**config.mk**
```make
export PLATFORM = sky130hd
export DESIGN_NAME = skid_buffer
export DESIGN_NICKNAME = d
export VERILOG_FILES = /design/src/rtl/skid_buffer.sv
export SDC_FILE = /design/constraint.sdc
export NUM_CORES = 1
export LEC_CHECK = 0
export CAP_MARGIN = 20
export CORE_MARGIN = 8
export CORE_UTILIZATION = 45
export DETAILED_ROUTE_END_ITERATION = 8
export GPL_TIMING_DRIVEN = 0
export HOLD_SLACK_MARGIN = 0.12
export PLACE_DENSITY_LB_ADDON = 0.2
export SYNTH_ARGS = -nofsm -noshare
export SYNTH_HDL_FRONTEND = slang
export SYNTH_SLANG_ARGS = --single-unit
```
**constraint.sdc**
```tcl
create_clock -name clock -period 1.8 [get_ports clock]
set_clock_uncertainty 0.2 [all_clocks]
set_input_delay 0.36 -clock clock [delete_from_list [all_inputs] [get_ports clock]]
set_output_delay 0.36 -clock clock [all_outputs]
set_load 0.05 [all_outputs]
```
**src/rtl/skid_buffer.sv**
```systemverilog
// skid_buffer: two-entry valid/ready buffer that registers both handshake
// directions. A main register drives the consumer side and a skid register
// absorbs the one word that arrives while the consumer is stalled. Because
// input_ready is a flop, no combinational path runs from output_ready back
// to the producer. A stream of one word per cycle passes through while
// output_ready stays high.
module skid_buffer #(
  parameter int unsigned           WORD_WIDTH  = 10,
  parameter logic [WORD_WIDTH-1:0] RESET_VALUE = {WORD_WIDTH{1'b0}}
) (
  input  logic                  clock,
  input  logic                  reset,
  input  logic                  clear,
  input  logic                  input_valid,
  output logic                  input_ready,
  input  logic [WORD_WIDTH-1:0] input_data,
  output logic                  output_valid,
  input  logic                  output_ready,
  output logic [WORD_WIDTH-1:0] output_data
);

  // Occupancy states: EMPTY holds no word, BUSY holds one word in main,
  // and FULL holds two words with the oldest in main.
  typedef enum logic [1:0] {
    EMPTY = 2'd0,
    BUSY  = 2'd1,
    FULL  = 2'd2
  } state_t;

  state_t                  state_r;
  logic [WORD_WIDTH-1:0]   main_r;
  logic [WORD_WIDTH-1:0]   skid_r;
  logic                    output_valid_r;
  logic                    input_ready_r;

  logic                    insert_s;
  logic                    remove_s;

  // The handshakes are qualified only by registered flags, so these terms
  // never create an input-to-output combinational path.
  assign insert_s = input_valid & input_ready_r;
  assign remove_s = output_valid_r & output_ready;

  // This block holds the occupancy state machine, the data registers and
  // the registered handshake flags. Reset has priority over clear, and
  // clear has priority over every transition.
  always_ff @(posedge clock or posedge reset) begin
    if (reset) begin
      state_r        <= EMPTY;
      main_r         <= RESET_VALUE;
      skid_r         <= RESET_VALUE;
      output_valid_r <= 1'b0;
      input_ready_r  <= 1'b1;
    end else if (clear) begin
      // Any handshake in a clear cycle completes at the ports, but the word
      // is discarded.
      state_r        <= EMPTY;
      main_r         <= RESET_VALUE;
      skid_r         <= RESET_VALUE;
      output_valid_r <= 1'b0;
      input_ready_r  <= 1'b1;
    end else begin
      case (state_r)
        EMPTY: begin
          if (insert_s) begin
            main_r         <= input_data;
            state_r        <= BUSY;
            output_valid_r <= 1'b1;
            input_ready_r  <= 1'b1;
          end else begin
            state_r        <= EMPTY;
            output_valid_r <= 1'b0;
            input_ready_r  <= 1'b1;
          end
        end

        BUSY: begin
          if (insert_s && remove_s) begin
            // The old word leaves while the new word takes its place.
            main_r         <= input_data;
            state_r        <= BUSY;
            output_valid_r <= 1'b1;
            input_ready_r  <= 1'b1;
          end else if (insert_s) begin
            // The consumer stalled, so the new word goes into skid.
            skid_r         <= input_data;
            state_r        <= FULL;
            output_valid_r <= 1'b1;
            input_ready_r  <= 1'b0;
          end else if (remove_s) begin
            // main keeps the departed word; output_valid marks it stale.
            state_r        <= EMPTY;
            output_valid_r <= 1'b0;
            input_ready_r  <= 1'b1;
          end else begin
            state_r        <= BUSY;
            output_valid_r <= 1'b1;
            input_ready_r  <= 1'b1;
          end
        end

        FULL: begin
          // input_ready is low here, so no insert can happen in this state.
          if (remove_s) begin
            main_r         <= skid_r;
            state_r        <= BUSY;
            output_valid_r <= 1'b1;
            input_ready_r  <= 1'b1;
          end else begin
            state_r        <= FULL;
            output_valid_r <= 1'b1;
            input_ready_r  <= 1'b0;
          end
        end

        default: begin
          // An unreachable encoding recovers to a clean empty buffer.
          state_r        <= EMPTY;
          main_r         <= RESET_VALUE;
          skid_r         <= RESET_VALUE;
          output_valid_r <= 1'b0;
          input_ready_r  <= 1'b1;
        end
      endcase
    end
  end

  assign input_ready  = input_ready_r;
  assign output_valid = output_valid_r;
  assign output_data  = main_r;

endmodule

```
==> run_results.csv, run 1 <==
group,metric,value,unit
cells_and_area,area_delta_synth_final,30.92,%
floorplan,dieWidth,71.13,µm
synthesis,ys_seq_elements,24,
floorplan,start_util,45.92,%
drt,wl_per_cell,18.04,µm
synthesis,synth.top_cell.area_share,42.09,%
worst_setup_path,crit_required,1810,ps
power_and_ir_drop,p_clk_share,17.1,%
cells_and_area,final_cell_mix,"dfrtp_1, nand2_1, clkdlybuf4s50_1",
cells_and_area,drive_above_1_share,22.65,%
drt,ant_nets,0,
synthesis,ys_warn_count,0,
place,globalplace.congestion,0.8443,
sta,slew_viol_final,0,
sta,slew_headroom,65.10,%
clocking,cts_root_buf,"clkbuf_4",
floorplan,num_rows,20,
drt,vias_per_cell,5.813,
clocking,insertion_delay,320,ps
grt,gr-usage-met1,18.46,%
cells_and_area,fin_nets,202,
grt,gr-usage-met3,4.520,%
clocking,h-tree-depth,1,
power_and_ir_drop,seqPwrFrac,40.7,%
cells_and_area,instances_no_fill,214,
floorplan,core,2978,µm²
grt,grt.busiest_layer,"met2",
power_and_ir_drop,netSwitchingFraction,39.17,%
grt,grt_pass1_wl,6320,µm
power_and_ir_drop,ir_drop,0.5466,mV
sta,post-route-period-util,105.4,%
synthesis,netlist_area,1368,µm²
floorplan,dieArea,5059,µm²
synthesis,synthTopCellsByArea,"dfrtp_1, mux2i_1, ha_1",
worst_setup_path,arrival,1900,ps
worst_setup_path,critPathKind,"flop to flop",
cells_and_area,utilization,60.13,%
drt,wl,3860,µm
outcome,violations,"setup timing",
sta,worst_slew_pin_slew,523.5,ps
grt,grtUsageMet2,26.16,%
worst_setup_path,start_kind,"flop",
sta,setup_viol,10,
place,dp.cells,204,
power_and_ir_drop,p_leak,0.7520,nW
power_and_ir_drop,intPower,0.9222,mW
grt,grt_start_max_net_pins,25,
cells_and_area,fillers,260,
sta,period_minus_slack,1897,ps
drt,vias,1244,
synthesis,synth_largest_area_cell,"dfrtp_1",
min_path,min_to,"state_r[1]$_DFF_PP0_",
drt,dr.pass1.iters,4,
worst_setup_path,r2r-start,"state_r[0]$_DFF_PP0_",
grt,antenna_found_initial,0,
min_path,hold_start,"clear",
sta,rsz0062_at_grt,"yes",
power_and_ir_drop,p_per_area,846.8,nW/µm²
sta,hold_viol,0,
power_and_ir_drop,totalPowerFinal,1.516,mW
synthesis,synth_cell_type_count,31,
synthesis,syn-num-nets,166,
clocking,path_clk_slew,140,ps
power_and_ir_drop,p_comb_share,42.3,%
worst_setup_path,worst_r2r_endpoint,"output_data[0]$_DFFE_PP0P_",
cells_and_area,antenna_cells,0,
job,max_cap_violations,0,
cells_and_area,final_common_cell,"dfrtp_1",
synthesis,yosysSeqAreaShare,44.01,%
place,dp_hpwl,2696,µm
floorplan,die_y,71.13,µm
clocking,clock_path_buffers,2,
clocking,cts_buffers,3,
place,place.port_buffers,25,
clocking,cts_tree,"yes",
grt,first_global_vias,1335,
grt,overflow,0,
drt,drtIter0Drc,100,
worst_setup_path,rrSetupSlack,-100,ps
synthesis,synth_cells,146,
min_path,hold_depth,2,
worst_setup_path,reg2reg_depth,8,
power_and_ir_drop,p_sw,0.5939,mW
worst_setup_path,end_kind,"flop",
grt,grt_use_total,15.64,%
synthesis,synth_area_per_cell,9.367,µm²
floorplan,ioPinCount,27,
clocking,clkSinkCount,24,
sta,worst_slack,-97.37,ps
worst_setup_path,critPathMaxFanout,5,
sta,clock.fmax,0.5270,GHz
min_path,hold_class,"input port to flop",
drt,drc_errors,0,
sta,fin_setup_tns,-891.4,ps
outcome,status,"complete, but fails checks",
==> synthesized netlist by cell type <==
cell / n
dfrtp_1: 23
nand2_1: 16
a21oi_1: 12
o21ai_0: 11
inv_1: 10
mux2i_1: 10
nor2_1: 10
clkbuf_1: 6
o32ai_1: 6
a22oi_1: 5
ha_1: 5
nand2b_1: 5
buf_6: 4
o22ai_1: 4
a211oi_1: 2
buf_2: 2
a21oi_2: 1
a21oi_4: 1
a22oi_2: 1
a2bb2oi_1: 1
a31oi_1: 1
and2_4: 1
and3_1: 1
dfstp_2: 1
nand3_1: 1
nand3b_1: 1
nor3_1: 1
nor3_2: 1
nor4_1: 1
or2_0: 1
or2_1: 1
==> how the worst max path moves through the flow <==
stage	startpoint	end	slack [ps]	cells past startpoint
after global routing	state_r[0]$_DFF_PP0_	output_data[3]$_DFFE_PP0P_	-180	8
final	state_r[0]$_DFF_PP0_	output_data[0]$_DFFE_PP0P_	-100	8
after floorplan	input_ready$_DFF_PP1_	skid_r[1]$_DFFE_PP0P_	2	5
after CTS	state_r[0]$_DFF_PP0_	output_data[1]$_DFFE_PP0P_	-150	8
after detailed placement	state_r[0]$_DFF_PP0_	output_data[5]$_DFFE_PP0P_	-330	8
after global placement	state_r[0]$_DFF_PP0_	output_data[1]$_DFFE_PP0P_	-270	8
==> sequential cells by signal, summed over array words and instances, names as in the netlist <==
register,count
output_valid,1
state_r,2
input_ready,1
output_data,10
skid_r,10
==> cell families after synthesis <==
kind of cell / Yosys count / share of synthesized area, %
AO/OA/AOI/OAI: 45 / 21.78
adder cells (fa/ha/maj): 5 / 4.575
buffers and inverters: 22 / 8.417
flip-flops: 24 / 44.01
multiplexers: 10 / 7.320
AND/OR/NAND/NOR: 40 / 13.91
==> critical path, cell delays in order (launching register included) <==
cell	delay [ps]
dfrtp_1	440
buf_6	150
inv_8	40
ha_4	150
or2_4	230
a21oi_4	180
buf_6	160
mux2i_1	180
nor2_1	60
==> through the flow <==
stage | setup WS [ps] | hold WS (ps) | instance area, µm²
2_1_floorplan | 1.612 | 173.8 | 1380
3_3_place_gp | -269.7 | 307.4 | 1672
3_5_place_dp | -333.4 | 313.9 | 1672
4_1_cts | -154.9 | 261.5 | 1762
5_1_grt | -175.1 | 282.7 | 1790
6_report | -97.37 | 282.4 | 1790
==> power groups by stage <==
| stage | Sequential (mW) | Clock [mW] | Combinational, mW |
|---|---|---|---|
| 6_report | 0.617 | 0.259 | 0.641 |
| 5_1_grt | 0.622 | 0.285 | 0.684 |
| 4_1_cts | 0.615 | 0.259 | 0.610 |
| 3_5_place_dp | 0.626 | 0 | 0.583 |
| 3_3_place_gp | 0.623 | 0 | 0.577 |
| 2_1_floorplan | 0.750 | 0 | 0.278 |
==> cell type report <==
cell class / instances / area (µm²) / share of cell area [%]
timing repair buffer: 32 / 290.3 / 16.21
tap: 33 / 41.29 / 2.306
multi-input combinational: 100 / 701.9 / 39.20
inverter: 10 / 45.04 / 2.516
sequential: 24 / 603.1 / 33.68
clock buffer: 4 / 26.28 / 1.468
buffer: 11 / 82.58 / 4.612
==> routing by layer <==
layer	share of wire, %	wire length, µm
met1	43	1646
met2	50	1942
met3	6.0	233
met4	0.96	37
met5	0	0
==> timing repair <==
| item | CTS | global route |
|---|---|---|
| hold buffers | 0 | 1 |
| pin swaps | 4 | 2 |
| buffers inserted | 4 | 0 |
| cloned | 1 | 0 |
| gates resized for setup | 34 | 30 |
| endpoints found under the setup margin | 25 | 30 |
| hold endpoints to repair | 0 | 1 |
(Power assumes the default switching activity.)
==> run 2, diff against run 1 <==
--- a/config.mk
+++ b/config.mk
@@ -6,8 +6,9 @@
 export NUM_CORES = 1
 export LEC_CHECK = 0
 export CAP_MARGIN = 20
-export CORE_MARGIN = 8
-export CORE_UTILIZATION = 45
+export CELL_PAD_IN_SITES_DETAIL_PLACEMENT = 1
+export CELL_PAD_IN_SITES_GLOBAL_PLACEMENT = 1
+export CORE_UTILIZATION = 35
 export DETAILED_ROUTE_END_ITERATION = 8
 export GPL_TIMING_DRIVEN = 0
 export HOLD_SLACK_MARGIN = 0.12
==> run_results.csv, run 2 (synthesized netlist as in run 1, its figures left out) <==
group,metric,value,unit
outcome,status,"complete, but fails checks",
outcome,violations,"setup timing",
clocking,insertion_delay,260,ps
cells_and_area,drive_above_1_share,21.20,%
power_and_ir_drop,p_leak,0.8216,nW
worst_setup_path,critPathMaxFanout,5,
sta,rsz0062_at_grt,"yes",
sta,post-route-period-util,103.9,%
sta,period_minus_slack,1870,ps
worst_setup_path,start_kind,"flop",
worst_setup_path,end_kind,"flop",
sta,slew_headroom,64.60,%
clocking,h-tree-depth,1,
sta,clock.fmax,0.5346,GHz
drt,vias,1246,
grt,first_global_vias,1382,
job,max_cap_violations,0,
sta,hold_viol,0,
power_and_ir_drop,totalPowerFinal,1.620,mW
place,dp_hpwl,2867,µm
floorplan,dieArea,4162,µm²
grt,antenna_found_initial,0,
worst_setup_path,crit_required,1750,ps
cells_and_area,fin_area,1893,µm²
cells_and_area,fin_nets,205,
min_path,hold_class,"flop to flop",
power_and_ir_drop,p_per_area,855.7,nW/µm²
floorplan,ioPinCount,27,
cells_and_area,utilization,50.94,%
power_and_ir_drop,ir_drop,0.5580,mV
worst_setup_path,critPathKind,"flop to flop",
cells_and_area,regArea,603.1,µm²
place,dp.cells,219,
clocking,cts_tree,"yes",
cells_and_area,fillers,438,
clocking,clkSinkCount,24,
floorplan,start_util,36.80,%
drt,drc_errors,0,
drt,dr.pass1.iters,4,
drt,ant_nets,0,
cells_and_area,antenna_cells,0,
sta,setup_viol,10,
grt,grt_start_max_net_pins,25,
cells_and_area,final_common_cell,"dfrtp_1",
drt,wl_per_cell,17.93,µm
clocking,cts_root_buf,"clkbuf_8",
drt,wl,4160,µm
grt,overflow,0,
clocking,clock_path_buffers,2,
cells_and_area,multi_input_area,718.2,µm²
clocking,cts_buffers,3,
worst_setup_path,arrival,1820,ps
grt,grt_use_total,22.41,%
floorplan,num_rows,22,
floorplan,die_y,64.51,µm
cells_and_area,instances_no_fill,232,
place,place.port_buffers,25,
floorplan,core,3716,µm²
cells_and_area,final_cell_mix,"dfrtp_1, nand2_1, a21oi_1, dlygate4sd2_1, clkdlybuf4s50_1",
place,placed_area,1690,µm²
grt,grt_pass1_wl,7003,µm
floorplan,dieWidth,64.51,µm
sta,slew_viol_final,0,
sta,worst_slack,-70.41,ps
place,globalplace.congestion,0.7959,
clocking,path_clk_slew,90,ps
cells_and_area,area_delta_synth_final,38.43,%
drt,vias_per_cell,5.371,
sta,worst_slew_pin_slew,531.0,ps
drt,drtIter0Drc,78,
run 2: cell types whose count changed in the layout (fill, tap and decap cells not counted), moves of 4 or more:
cell / delta
clkbuf_8: +4
o21ai_0: +6
clkbuf_4: -5
clkbuf_2: -5
dlygate4sd2_1: +12
o21ai_1: -6
run 2: per-layer routing:
layer	track usage [%]	wire [µm]
met1	28.27	1813
met2	37.50	2089
met3	3.521	188
met4	10.28	68
met5	0	0
run 2: final cells by class:
cell class	instances	share of cell area [%]
sequential	24	31.86
clock buffer	4	2.379
multi-input combinational	100	37.94
tap	48	3.172
inverter	10	2.379
timing repair buffer	35	17.65
buffer	11	4.627
run 2: final timing paths:
kind / from / end / slack, ps / cells past startpoint
max: state_r[0]$_DFF_PP0_ / output_data[5]$_DFFE_PP0P_ / -70 / 8
min: output_data[3]$_DFFE_PP0P_ / output_data[3]$_DFFE_PP0P_ / 320 / 2
max reg2reg: state_r[0]$_DFF_PP0_ / output_data[5]$_DFFE_PP0P_ / -70 / 8
min reg2reg: output_data[3]$_DFFE_PP0P_ / output_data[3]$_DFFE_PP0P_ / 320 / 2
max in group asynchronous: reset / input_ready$_DFF_PP1_ / 340 / 4
min in group asynchronous: reset / output_data[3]$_DFFE_PP0P_ / 620 / 3
run 2: through the flow:
| step | hold WS, ps | worst slack [ps] | setup TNS (ps) |
|---|---|---|---|
| 5_1_grt | 346.5 | -169.0 | -1378 |
| 2_1_floorplan | 173.8 | 1.612 | 0 |
| 6_report | 323.8 | -70.41 | -431.2 |
| 3_5_place_dp | 315.0 | -356.0 | -6622 |
| 3_3_place_gp | 306.6 | -322.0 | -5384 |
| 4_1_cts | 330.8 | -140.4 | -1393 |
run 2: where the power goes:
group / total (mW) / internal [mW] / leakage, nW / switching (mW)
Sequential: 0.614 / 0.585 / 0.323 / 0.0287
Clock: 0.337 / 0.159 / 0.0228 / 0.178
Combinational: 0.669 / 0.267 / 0.476 / 0.403
run 2: worst max-delay path, stage by stage (launching register included):
cell and delay [ps]:
dfrtp_1 390, buf_6 140, inv_8 40, ha_4 150
or2_4 230, a21oi_4 170, buf_6 160, mux2i_2 210
nor2_1 50
run 2: timing repair:
action | 4_1_cts | 5_1_grt
buffers inserted | 5 | 2
hold endpoints to repair | 0 | 1
hold buffers | 0 | 1
pin swaps | 6 | 2
cloned | 1 | 0
endpoints found under the setup margin | 30 | 24
resized for setup | 30 | 14
